--- src/rtl/serial_add_ctrl_pkg.sv ---
// Shared types for the bit-serial adder sequencer.
// Holds the FSM state encoding used by serial_add_ctrl.
package serial_add_ctrl_pkg;

    typedef enum logic [1:0] {
        ST_IDLE = 2'd0,
        ST_PH0  = 2'd1,
        ST_PH1  = 2'd2,
        ST_DONE = 2'd3
    } state_e;

endpackage

--- src/rtl/serial_add_ctrl_half_adder.sv ---
// Single-bit half adder; the only arithmetic element the sequencer time-shares.
module half_adder (
    input  logic A,
    input  logic B,
    output logic Sum,
    output logic Carry
);

    assign Sum   = A ^ B;
    assign Carry = A & B;

endmodule

--- src/rtl/serial_add_ctrl.sv ---
// Bit-serial WIDTH-bit unsigned adder, LSB first, built from one half_adder
// used twice per bit (operand pass, then carry pass).
module serial_add_ctrl
    import serial_add_ctrl_pkg::*;
#(
    parameter int WIDTH = 4
) (
    input  logic             clk,
    input  logic             rst_n,
    input  logic             start,
    input  logic [WIDTH-1:0] A,
    input  logic [WIDTH-1:0] B,
    output logic             busy,
    output logic             done,
    output logic [WIDTH-1:0] Sum,
    output logic             Cout
);

    localparam int IDX_W = (WIDTH > 1) ? $clog2(WIDTH) : 1;
    localparam logic [IDX_W-1:0] LAST_IDX = IDX_W'(WIDTH - 1);

    state_e             state_q, state_d;
    logic [WIDTH-1:0]   a_q, b_q, sum_q;
    logic [IDX_W-1:0]   idx_q;
    logic               carry_q, s1_q, c1_q, cout_q;
    logic               ha_a, ha_b, ha_sum, ha_carry;

    half_adder u_ha (
        .A     (ha_a),
        .B     (ha_b),
        .Sum   (ha_sum),
        .Carry (ha_carry)
    );

    always_ff @(posedge clk or negedge rst_n) begin
        if (!rst_n) state_q <= ST_IDLE;
        else        state_q <= state_d;
    end

    always_comb begin
        state_d = state_q;
        case (state_q)
            ST_IDLE: if (start) state_d = ST_PH0;
            ST_PH0:  state_d = ST_PH1;
            ST_PH1:  state_d = (idx_q == LAST_IDX) ? ST_DONE : ST_PH0;
            ST_DONE: state_d = ST_IDLE;
            default: state_d = ST_IDLE;
        endcase
    end

    // Half-adder inputs are held at 0 outside PH0/PH1 to avoid needless toggling.
    always_comb begin
        ha_a = 1'b0;
        ha_b = 1'b0;
        busy = 1'b0;
        done = 1'b0;
        case (state_q)
            ST_PH0: begin
                ha_a = a_q[idx_q];
                ha_b = b_q[idx_q];
                busy = 1'b1;
            end
            ST_PH1: begin
                ha_a = s1_q;
                ha_b = carry_q;
                busy = 1'b1;
            end
            ST_DONE: done = 1'b1;
            default: ;
        endcase
    end

    always_ff @(posedge clk or negedge rst_n) begin
        if (!rst_n) begin
            a_q     <= '0;
            b_q     <= '0;
            idx_q   <= '0;
            carry_q <= 1'b0;
            s1_q    <= 1'b0;
            c1_q    <= 1'b0;
            sum_q   <= '0;
            cout_q  <= 1'b0;
        end else begin
            case (state_q)
                ST_IDLE: if (start) begin
                    a_q     <= A;
                    b_q     <= B;
                    idx_q   <= '0;
                    carry_q <= 1'b0;
                    sum_q   <= '0;
                    cout_q  <= 1'b0;
                end
                ST_PH0: begin
                    s1_q <= ha_sum;
                    c1_q <= ha_carry;
                end
                ST_PH1: begin
                    sum_q[idx_q] <= ha_sum;
                    carry_q      <= c1_q | ha_carry;
                    if (idx_q == LAST_IDX) cout_q <= c1_q | ha_carry;
                    else                   idx_q  <= idx_q + 1'b1;
                end
                default: ;
            endcase
        end
    end

    assign Sum  = sum_q;
    assign Cout = cout_q;

endmodule

--- config.mk ---
export PLATFORM = sky130hd
export DESIGN_NAME = serial_add_ctrl
export DESIGN_NICKNAME = d
export VERILOG_FILES = /design/src/rtl/serial_add_ctrl_pkg.sv /design/src/rtl/serial_add_ctrl_half_adder.sv /design/src/rtl/serial_add_ctrl.sv
export SDC_FILE = /design/constraint.sdc
export NUM_CORES = 1
export LEC_CHECK = 0
export ABC_AREA = 0
export BUFFER_PORTS_ARGS = -buffer_cell sky130_fd_sc_hd__buf_4
export CAP_MARGIN = 20
export CORE_UTILIZATION = 59
export DETAILED_ROUTE_END_ITERATION = 6
export HOLD_SLACK_MARGIN = 0.08
export PLACE_DENSITY_LB_ADDON = 0.25
export SYNTH_ARGS = -nofsm -noshare
export SYNTH_HDL_FRONTEND = slang
export SYNTH_SLANG_ARGS = --single-unit
export TNS_END_PERCENT = 100
--- constraint.sdc ---
create_clock -name clk -period 4.68 [get_ports clk]
set_clock_uncertainty 0.1 [all_clocks]
set_input_delay 0.936 -clock clk [delete_from_list [all_inputs] [get_ports clk]]
set_output_delay 0.936 -clock clk [all_outputs]
set_load 0.01 [all_outputs]
==> metrics <==
status=complete, no violations; routed vias=between 900 and 1000; Syn Inst Count=108; Synth cell types=30; area growth from synthesis to layout=10.6%; Worst-Skew Late Latency=approximately 320 ps; first-pass GRT wire length=roughly 3900 um; chip height=about 47 um; type of the most critical hold path=in2async; number of global-route vias before repair=874; H-tree depth=1; fmax=about 410 MHz; Fin. Hold Viols=0; R2R depth=9; Initial DRC Count=19; post-route ant nets=0; Clock Tree Root=clkbuf_4; ant diodes=0; DR DRC count=0; ranking of synthesized cells by area=dfrtp_1, ha_1, mux2_2; fillcell total=~140; Routability Congestion=0.733; Clock Sinks=20; fin crit share=a little over half; Critical Path RT=roughly 4800 ps; Post-CTS Resized=0; Primary FF master, synth=dfrtp_1; Design Power=~0.8 mW; fin cells=148; Mapped Area=approximately 1200 um2; share of the synthesized area in the top cell type=around 42%; Leak=~0.61 nW; Placed Cells incl. Taps=around 140; syn nets=128; Place WS=between 2000 and 2500 ps; First-pass DRT Iterations=4; Ports=18; Worst VDD drop=roughly 370 uV; Core Area=between 1500 and 2000 um2; Yosys warning count=0; CP max FO=9; asr flop ratio synth=between 90% and 100%; Worst Tran Pin Value=around 610 ps; Total GRT Usage=between 20% and 30%; clock slew at reported path FFs=120 ps; register area share after synthesis=a little over two fifths; worst setup margin=approximately 2200 ps; crit end category=register; CP arrival=2530 ps; # hold bufs at CTS=0; initial antenna violation count=0; DP Wirelength=approximately 1700 um; WL/cell=around 16 um; area leader, netlist=dfrtp_1; setup TNS=0 ps; WL final=around 2400 um; critical path type=reg2reg; Max-Slew Margin vs Limit=around 59%; PwrDens=around 630 nW/um2; RSZ-0062 raised after global routing=false; Post-synth EDFFs=0; Setup Buffers After CTS=0; initial core utilization=between 60 and 70%; Final min period=approximately 2400 ps; Die ar.=2200 um2; Nets=144; CTS Buf Count=3; CTS tree=built; CTS Buffer Depth=2; Avg Cell Area, Syn=between 10 and 15 um2; max cap viols=0; largest net degree at the start of global routing=21; Die X=roughly 47 um; Setup violations, final=0; Vias/cell=just over 6; Startpoint Class=register; grt ovf=0; Port-buffer cells=17; layout cells sized above 1=about 28%; Slew Limit Fails=0; number of synthesized register bits=20; Cell Rows=15
==> routing by layer <==
metal	global-route usage [%]	vias up	part of all wire, %
met2	43.9	20	49
li1	-	426	-
met1	34.0	453	46
met5	0	-	0
met4	12.6	0	2.1
met3	3.46	5	2.8
==> cell usage after synthesis, drive strengths merged (2+ instances only) <==
master / instances
dfrtp: 20
mux2: 10
ha: 9
o21ai: 9
a21oi: 7
mux2i: 5
o211ai: 5
and3: 4
buf: 4
inv: 4
nand4: 4
nor2b: 4
a22oi: 3
nand3: 3
a311o: 2
clkbuf: 2
nand2: 2
nor2: 2
nor3: 2
==> power by group <==
group,switching [mW],internal (mW),total [mW]
logic,0.224,0.188,0.412
clock network,0.0594,0.0476,0.107
registers,0.0606,0.243,0.303
==> worst paths after layout <==
path / start / to / slack (ps)
max: state_q[0] / Sum[3] / 2240
min: rst_n / Sum[2] / 370
max reg2reg: state_q[0] / Sum[3] / 2240
min reg2reg: a_q[0] / a_q[0] / 430
max in group asynchronous: rst_n / Sum[3] / 3890
min in group clk: a_q[0] / a_q[0] / 430
==> per-stage QoR <==
step           hold slack (ps)  util, %  instance area, um2
3_5_place_dp               395     71.0                1280
2_1_floorplan              379        -                1190
6_report                   369     73.0                1320
5_1_grt                    375     73.0                1320
4_1_cts                    372     73.0                1320
3_3_place_gp               388     71.0                1280
==> state kept, by name (all words and copies together), names as in the netlist <==
register / cells
Sum: 4
a_q: 4
b_q: 4
idx_q: 2
state_q: 2
Cout: 1
c1_q: 1
carry_q: 1
s1_q: 1
==> logic make-up after synthesis <==
group / synth area share, %
and+or+nand+nor: 10.7
AOI/OAI and AO/OA: 16.6
buffers and inverters: 7.37
DFF: 42.1
adders and majority gates: 9.47
muxes: 13.7
==> worst max-delay path, cell delays in order, from the launching register on <==
cell and delay [ps]:
dfrtp_1 420, inv_1 90, ha_1 360, nand2_1 110, nor3_1 50, a311o_1 320
ha_1 410, and3_2 240, a21oi_1 120, o211ai_1 90
==> cell type report <==
| type | instances | area (um2) | share of cell area, % |
|---|---|---|---|
| inverter | 5 | 18.8 | 1.43 |
| tap | 25 | 31.3 | 2.38 |
| timing repair buffer | 17 | 128 | 9.71 |
| clock buffer | 4 | 36.3 | 2.76 |
| multi-input combinational | 77 | 601 | 45.7 |
| sequential | 20 | 500 | 38.1 |
==> placed cells by master, fill, tap and decap left out <==
cell type	count
a211oi_1	1
a21boi_0	1
a21oi_1	7
a22oi_1	3
a311o_1	2
and2b_2	1
and3_1	3
and3_2	1
buf_4	17
clkbuf_4	3
clkbuf_8	1
clkinv_1	1
dfrtp_1	20
ha_1	9
inv_1	4
mux2_2	10
mux2i_1	5
nand2_1	1
nand2_2	1
nand3_1	3
nand4_1	4
nor2_1	2
nor2b_1	4
nor3_1	2
o211ai_1	5
o21a_1	1
o21ai_0	8
o21ai_1	1
o221ai_1	1
o22ai_1	1
(Power assumes the default switching activity.)
